$ cat config.mk
export PLATFORM = sky130hd
export DESIGN_NAME = dma_write_scheduler_flat
export DESIGN_NICKNAME = d
export VERILOG_FILES = /design/src/rtl/dma_write_scheduler_if.sv /design/src/rtl/dma_write_scheduler.sv /design/src/flat_wrapper.sv
export SDC_FILE = /design/constraint.sdc
export NUM_CORES = 1
export LEC_CHECK = 0
export BUFFER_PORTS_ARGS = -buffer_cell sky130_fd_sc_hd__buf_4
export CORE_MARGIN = 2
export CORE_UTILIZATION = 50
export DETAILED_ROUTE_END_ITERATION = 7
export GPL_ROUTABILITY_DRIVEN = 0
export PLACE_DENSITY = 0.71
export SETUP_SLACK_MARGIN = 0.5
export SYNTH_ARGS = -nofsm -noshare
export SYNTH_HDL_FRONTEND = slang
export SYNTH_SLANG_ARGS = --single-unit
$ cat constraint.sdc
create_clock -name CLK -period 3 [get_ports CLK]
set_input_delay 0.6 -clock CLK [delete_from_list [all_inputs] [get_ports CLK]]
set_output_delay 0.6 -clock CLK [all_outputs]
set_load 0.02 [all_outputs]
$ cat src/rtl/dma_write_scheduler_if.sv
// Command/handshake bundle between the write scheduler and the DMA write engine.
// The scheduler drives the command side and the engine returns ready and completion.
interface dma_write_scheduler_if;
   logic [31:0] dma_da_config;
   logic [25:0] dma_length_config;
   logic        dma_write_valid;
   logic        dma_write_idle;
   logic        dma_write_int;

   modport master (
      output dma_da_config,
      output dma_length_config,
      output dma_write_valid,
      input  dma_write_idle,
      input  dma_write_int
   );

   modport slave (
      input  dma_da_config,
      input  dma_length_config,
      input  dma_write_valid,
      output dma_write_idle,
      output dma_write_int
   );
endinterface

$ cat src/rtl/dma_write_scheduler.sv
// Splits a DMA write job into engine-sized chunks, one command per completion interrupt,
// with abort handling and a per-chunk completion watchdog.
module dma_write_scheduler #(
   parameter int TIMEOUT_CYCLES = 65536,
   parameter int CNT_W          = 16
) (
   input  logic                  CLK,
   input  logic                  RST,
   input  logic                  job_start,
   input  logic [31:0]           job_base_addr,
   input  logic [31:0]           job_total_len,
   input  logic [25:0]           chunk_len,
   input  logic                  job_abort,
   dma_write_scheduler_if.master dma,
   output logic                  job_busy,
   output logic                  job_done,
   output logic                  job_error,
   output logic                  job_aborted,
   output logic [CNT_W-1:0]      chunks_issued
);

   localparam int              WD_W    = $clog2(TIMEOUT_CYCLES);
   localparam logic [WD_W-1:0] WD_LAST = WD_W'(TIMEOUT_CYCLES - 1);

   typedef enum logic [1:0] {
      S_IDLE  = 2'd0,
      S_ISSUE = 2'd1,
      S_WAIT  = 2'd2,
      S_DONE  = 2'd3
   } state_t;

   state_t           state_r;
   logic [31:0]      addr_r;
   logic [31:0]      remain_r;
   logic [25:0]      clen_r;
   logic [25:0]      len_r;
   logic             valid_r;
   logic             busy_r;
   logic             done_r;
   logic             error_r;
   logic             aborted_r;
   logic             abort_pend_r;
   logic             int_prev_r;
   logic [CNT_W-1:0] cnt_r;
   logic [WD_W-1:0]  wd_r;

   logic             accept_s;
   logic             comp_s;
   logic             stop_s;
   logic [31:0]      len_ext_s;

   // Next command length: the remaining bytes, capped at the job's chunk size.
   function automatic logic [25:0] chunk_min(input logic [31:0] remain, input logic [25:0] clen);
      if (remain < {6'd0, clen}) begin
         chunk_min = remain[25:0];
      end else begin
         chunk_min = clen;
      end
   endfunction

   assign accept_s  = valid_r & dma.dma_write_idle;
   assign comp_s    = dma.dma_write_int & ~int_prev_r;
   assign stop_s    = abort_pend_r | job_abort;
   assign len_ext_s = {6'd0, len_r};

   // Job sequencer: latches the job, issues chunks, tracks completion, abort and timeout.
   always_ff @(posedge CLK) begin
      if (RST) begin
         state_r      <= S_IDLE;
         addr_r       <= 32'd0;
         remain_r     <= 32'd0;
         clen_r       <= 26'd0;
         len_r        <= 26'd0;
         valid_r      <= 1'b0;
         busy_r       <= 1'b0;
         done_r       <= 1'b0;
         error_r      <= 1'b0;
         aborted_r    <= 1'b0;
         abort_pend_r <= 1'b0;
         int_prev_r   <= 1'b0;
         cnt_r        <= '0;
         wd_r         <= '0;
      end else begin
         int_prev_r <= dma.dma_write_int;
         done_r     <= 1'b0;
         case (state_r)
            S_IDLE: begin
               if (job_start) begin
                  addr_r       <= job_base_addr;
                  remain_r     <= job_total_len;
                  clen_r       <= chunk_len;
                  error_r      <= 1'b0;
                  aborted_r    <= 1'b0;
                  abort_pend_r <= 1'b0;
                  cnt_r        <= '0;
                  wd_r         <= '0;
                  busy_r       <= 1'b1;
                  if ((job_total_len == 32'd0) || (chunk_len == 26'd0)) begin
                     state_r <= S_DONE;
                  end else begin
                     len_r   <= chunk_min(job_total_len, chunk_len);
                     valid_r <= 1'b1;
                     state_r <= S_ISSUE;
                  end
               end
            end
            S_ISSUE: begin
               // An accept in the same cycle as abort wins; the abort is carried into the wait.
               if (accept_s) begin
                  valid_r      <= 1'b0;
                  cnt_r        <= cnt_r + CNT_W'(1);
                  addr_r       <= addr_r + len_ext_s;
                  remain_r     <= remain_r - len_ext_s;
                  wd_r         <= '0;
                  abort_pend_r <= job_abort;
                  state_r      <= S_WAIT;
               end else if (job_abort) begin
                  valid_r   <= 1'b0;
                  aborted_r <= 1'b1;
                  state_r   <= S_DONE;
               end
            end
            S_WAIT: begin
               if (job_abort) begin
                  abort_pend_r <= 1'b1;
               end
               if (comp_s) begin
                  if (stop_s || (remain_r == 32'd0)) begin
                     aborted_r <= stop_s;
                     state_r   <= S_DONE;
                  end else begin
                     len_r   <= chunk_min(remain_r, clen_r);
                     valid_r <= 1'b1;
                     state_r <= S_ISSUE;
                  end
               end else if (wd_r == WD_LAST) begin
                  error_r <= 1'b1;
                  state_r <= S_DONE;
               end else begin
                  wd_r <= wd_r + WD_W'(1);
               end
            end
            S_DONE: begin
               done_r  <= 1'b1;
               busy_r  <= 1'b0;
               state_r <= S_IDLE;
            end
            default: begin
               valid_r <= 1'b0;
               state_r <= S_IDLE;
            end
         endcase
      end
   end

   assign dma.dma_da_config     = addr_r;
   assign dma.dma_length_config = len_r;
   assign dma.dma_write_valid   = valid_r;
   assign job_busy              = busy_r;
   assign job_done              = done_r;
   assign job_error             = error_r;
   assign job_aborted           = aborted_r;
   assign chunks_issued         = cnt_r;

endmodule

$ cat src/flat_wrapper.sv
// flat-port wrapper written by rule: the top's interface ports become plain ports
module dma_write_scheduler_flat 
#(
   parameter int TIMEOUT_CYCLES = 65536,
   parameter int CNT_W          = 16
)
  (CLK, RST, job_start, job_base_addr, job_total_len, chunk_len, job_abort, job_busy, job_done, job_error, job_aborted, chunks_issued, dma_dma_da_config, dma_dma_length_config, dma_dma_write_valid, dma_dma_write_idle, dma_dma_write_int);
  dma_write_scheduler_if dma_i ();
  input  logic CLK;
  input  logic RST;
  input  logic job_start;
  input  logic [31:0] job_base_addr;
  input  logic [31:0] job_total_len;
  input  logic [25:0] chunk_len;
  input  logic job_abort;
  output logic job_busy;
  output logic job_done;
  output logic job_error;
  output logic job_aborted;
  output logic [CNT_W-1:0] chunks_issued;
  output wire logic [$bits(dma_i.dma_da_config)-1:0] dma_dma_da_config;
  output wire logic [$bits(dma_i.dma_length_config)-1:0] dma_dma_length_config;
  output wire logic [$bits(dma_i.dma_write_valid)-1:0] dma_dma_write_valid;
  input wire logic [$bits(dma_i.dma_write_idle)-1:0] dma_dma_write_idle;
  input wire logic [$bits(dma_i.dma_write_int)-1:0] dma_dma_write_int;
  assign dma_dma_da_config = dma_i.dma_da_config;
  assign dma_dma_length_config = dma_i.dma_length_config;
  assign dma_dma_write_valid = dma_i.dma_write_valid;
  assign dma_i.dma_write_idle = dma_dma_write_idle;
  assign dma_i.dma_write_int = dma_dma_write_int;
  dma_write_scheduler #(.TIMEOUT_CYCLES(TIMEOUT_CYCLES), .CNT_W(CNT_W)) u_core (.CLK(CLK), .RST(RST), .job_start(job_start), .job_base_addr(job_base_addr), .job_total_len(job_total_len), .chunk_len(chunk_len), .job_abort(job_abort), .dma(dma_i), .job_busy(job_busy), .job_done(job_done), .job_error(job_error), .job_aborted(job_aborted), .chunks_issued(chunks_issued));
endmodule
Word-level counts from Yosys, hierarchy flattened --
Cells that the tools add are included.
Storage, ports and cells: register bits after elaboration 157, bits in latches 0, bits of input ports 96, memories kept 0, ROM bits 0, output and inout port bits 79, RAM bits 0, logic and storage cells 111
Operators by class: shifts and indexed selects 0, equality and inequality tests 18, bitwise gates (word level) 4, div/mod/pow operators 0, $lt $le $gt $ge 2, reductions and logical operators 20, muxes and demuxes 49, add/subtract/negate cells 4, multiply operators 0
Operators by type and width (count):
- $mux W26 | 6
- $mux W32 | 4
- $pmux W32 S2 | 2
- $mux W16 | 5
- $logic_not A32 Y1 | 2
- $lt A32 B26 Y1 | 2
- $pmux W26 S2 | 1
- $pmux W16 S3 | 1
- $add A16 B1 Y16 const B | 2
- $add A32 B26 Y32 | 1
- $pmux W16 S2 | 1
- $sub A32 B26 Y32 | 1
- $logic_not A26 Y1 | 1
- $eq A16 B16 Y1 const B | 1
- $mux W1 | 16
- $ne A2 B2 Y1 const B | 8
- $mux W2 | 7
- $reduce_and A6 Y1 | 2
- $reduce_and A5 Y1 | 2
- $pmux W1 S3 | 3
- $ne A2 B1 Y1 const B | 4
- $pmux W2 S4 | 1
- $reduce_and A4 Y1 | 2
- $reduce_and A3 Y1 | 2
- 13 further kinds | 20

Logic depth before layout (Yosys ltp) --
depth in word-level cells 5, depth in mapped cells 12, depth with buffers taken out 11

Worst setup path after synthesis --
OpenSTA, ideal clock, no wires.
kind register -> register, start register u_core.len_r[11] (netlist: u_core.dma.dma_length_config[11]), end register u_core.remain_r[26], clock period less this slack 2.649 ns, stages on the path, launching flop included 12, setup time 0.119 ns, slack 0.351 ns, required time 2.881 ns, arrival time 2.530 ns, path buffers 1, cell sequence dfxtp_1 inv_1 ha_1 buf_2 a211oi_1 o211ai_1 a21boi_1 a2bb2oi_1 nand2_1 a211o_1 o22a_1 o221a_2
Between the ends: cells in the longest elaborated chain, start to end 3
Ends and longest elaborated chain:
- start: declaration | RTL line dma_write_scheduler.sv:36 | logic [25:0] len_r;
- start signal: assignment | RTL line dma_write_scheduler.sv:101 | len_r <= chunk_min(job_total_len, chunk_len);
- start signal: assignment | RTL line dma_write_scheduler.sv:132 | len_r <= chunk_min(remain_r, clen_r);
- $sub A32 B26 Y32 | RTL line dma_write_scheduler.sv:113 | remain_r <= remain_r - len_ext_s;
- $mux W32 | RTL line dma_write_scheduler.sv:109 | if (accept_s) begin
- $pmux W32 S2 | RTL line dma_write_scheduler.sv:86 | case (state_r)
- end signal: assignment | RTL line dma_write_scheduler.sv:90 | remain_r <= job_total_len;
- end signal: assignment | RTL line dma_write_scheduler.sv:113
- end: declaration | RTL line dma_write_scheduler.sv:34 | logic [31:0] remain_r;
No other way between the ends. The select of a mux whose other input is x is not followed. A chain may end at the register's enable or synchronous reset.

Final worst setup path --
start register u_core.len_r[7] (netlist: u_core.dma.dma_length_config[7]), end register u_core.remain_r[26]
The elaborated chain is that of the path after synthesis.

==> results_dict.tcl <==
set metrics [dict create \
    required_ns 3.34 \
    n_fill_cell 1841 \
    antenna_found_initial 0 \
    core-area_um2 22780 \
    synth_top_flop_cell "dfxtp_1" \
    dr_wl_met2_um 18950 \
    root_buffer "clkbuf_16" \
    num_rows 55 \
    drc_errors 0 \
    timing.final.crit_period_ns 2.575 \
    crit_chain "inv_1, ha_4, a211o_1, a21oi_4, nand3_2, nand4_1, nand2_2, a211o_1, o22a_1, o221a_2" \
    cap_violations 0 \
    clock_path_buffers 2 \
    cts_buffers 17 \
    period_share_pct 85.82 \
    clk_latency_ns 0.44 \
    syn_to_final_growth_pct 30.94 \
    cts_tree "done" \
    fmax_ghz 0.3884 \
    top_layer_used "met4" \
    yosys.cell_count.top_type "nand2_1" \
    cpMaxStageDelayCell "dfxtp_4" \
    route.met3.wl_um 3540 \
    overflow 0 \
    portBuffers 174 \
    num_vias 12520 \
    rsz0062_at_grt "true" \
    synth_top_area_share_pct 26.87 \
    hold_path.class "in2reg" \
    first_iter_violations 1179 \
    place_hpwl_um 28900 \
    seq_area_frac_synth_pct 26.87 \
    syn-num-nets 1685 \
    cpMostUsedCell "a211o_1" \
    cp_top_family "compound AO/OA/AOI/OAI gates" \
    clock_sinks 157 \
    yosysTopAreaCell "dfxtp_1" \
    p_leak_nw 6.284 \
    yosys_register_bits 157 \
    drt-total-wl_um 41300 \
    wirelength_met1_um 17110 \
    startpoint "u_core.dma.dma_length_config[7]" \
    final-max-slew-violation-count 0 \
    worstSetupEndpointType "flip-flop" \
    htreeDepth 4 \
    synth.avg_cell_area_um2 7.907 \
    n_antenna_cell 0 \
    grt_max_degree 75 \
    die_area_um2 24630 \
    synth_cell_types 86 \
    slowest_delay_ns 0.39 \
    synth.area.top_cells "dfxtp_1 27%, ha_1 12%, a21oi_1 6.8%" \
    clk_pin_slew_ns 0.07 \
    crit_buf_inv 1 \
    final_layout_size_suffix_gt1_share_pct 29.96 \
    io_pins 175 \
    die_y_um 156.9 \
    peakVddDrop_mv 0.5551 \
    synthTopCellsByCount "180 x nand2_1, 159 x a21oi_1, 157 x dfxtp_1" \
    grt_pass1_vias 11500 \
    tns_ns 0 \
    instances_no_fill 2005 \
    die_w_um 156.9 \
    slew_headroom_pct 47.57 \
    fin_nets 1885 \
    yosysWarnings 0 \
    crit_path_max_fanout 5 \
    start_util_pct 51.34 \
    finClkSkew_ns 0.01214 \
    total_power_mw 16.17 \
    startpoint_type "flip-flop" \
    synth_edf_count 0 \
    final_util_pct 67.23 \
    synthCells 1479 \
    worstPathArrival_ns 2.91 \
    grt_pass1_wl_um 62020 \
    wl_per_cell_um 20.60 \
    hp-start "dma_dma_write_int" \
    track_usage_pct 31.93 \
    hold_buffers 0 \
    status "complete, no violations" \
    holdWs_ns 0.4098 \
    netlist_area_um2 11690 \
    setup-violations-final 0 \
    worst_pin_slew_ns 0.7865 \
    postRouteAntennaNets 0 \
    firstDrtPassIters 6 \
    via_per_inst 6.243 \
    place_inst 1944 \
    hold_violations 0 \
    r2r-start "u_core.dma.dma_length_config[7]" \
    path_class "reg2reg" \
    p_per_area_nw_per_um2 1056 \
    async_flop_share_pct 0 \
]
-- metal layers --
metal / vias up / track usage [%]
met1: 5941 / 42.51
met3: 114 / 5.094
met2: 690 / 51.02
li1: 5773 / -
met5: - / 0
met4: 0 / 14.24
-- registers in the layout (all words and copies together) (netlist names), 2 cells and up --
| signal | cells |
|---|---|
| u_core.chunks_issued | 16 |
| u_core.wd_r | 16 |
| u_core.state_r | 2 |
| u_core.dma.dma_da_config | 32 |
| u_core.remain_r | 32 |
| u_core.dma.dma_length_config | 26 |
| u_core.clen_r | 26 |
-- metrics by stage --
stage               setup slack, ns  instance area (um2)
floorplan                    0.4869                11710
global placement             0.1170                13550
detailed placement          0.09001                13550
CTS                          0.4342                14540
global route                 0.3486                15310
finish                       0.4254                15310
-- final cells by class --
| class | instances | area [um2] | share of cell area (%) |
|---|---|---|---|
| Tap cell | 313 | 391.6 | 2.557 |
| Multi-Input combinational cell | 1152 | 8793 | 57.42 |
| Clock buffer | 18 | 439.2 | 2.868 |
| Timing Repair Buffer | 247 | 1946 | 12.71 |
| Sequential cell | 157 | 3239 | 21.15 |
| Inverter | 104 | 390.4 | 2.549 |
| Clock inverter | 14 | 113.9 | 0.7435 |
-- final timing paths --
check	depth (start not counted)	slack [ns]	end
setup / recovery	10	0.43	u_core.remain_r[26]
hold reg to reg	2	0.48	u_core.clen_r[21]
hold / removal	2	0.41	u_core.int_prev_r
setup reg to reg	10	0.43	u_core.remain_r[26]
-- cells by family (layout without fill, tap and decap cells) --
logic type / count (synthesis) / in the layout / share of synthesized area (%)
and+or+nand+nor: 474 / 477 / 19.51
AOI/OAI and AO/OA: 434 / 434 / 25.12
muxes: 72 / 72 / 6.184
DFF: 157 / 157 / 26.87
xor gates and xnor gates: 59 / 59 / 4.418
buffers and inverters: 173 / 383 / 5.991
adders and majority gates: 110 / 110 / 11.90
-- placed cells by master (no fill, tap or decap), drive strengths merged, types with 7 or more instances in the layout --
cell and n:
buf 247, o21a 10, o221ai 27, a21o 34
nand3 35, and3 13, nor4 23, nor2 101
clkinv 7, and4 7, a21oi 162, o31ai 8
or3 15, mux2i 70, xor2 35, nor2b 20
a31oi 18, xnor2 24, o21ai 81, nand2b 7
a211oi 27, nor3 22, ha 108, a2111oi 7
dfxtp 157, nand2 184, clkbuf 18, nand4 26
inv 107
-- power by group --
group	switching, mW	leakage, nW	internal (mW)	total (mW)
Sequential	0.744	1.31	2.67	3.41
Clock	1.01	0.259	1.09	2.10
Combinational	6.18	4.71	4.48	10.7
-- repair_timing --
| action | in CTS | in global routing |
|---|---|---|
| cloned | 1 | 2 |
| setup endpoints to repair | 59 | 82 |
| gates resized for setup | 82 | 145 |
| pin swaps | 25 | 68 |
| setup buffers | 9 | 17 |
Note: power is estimated with default switching activity, not from simulation.
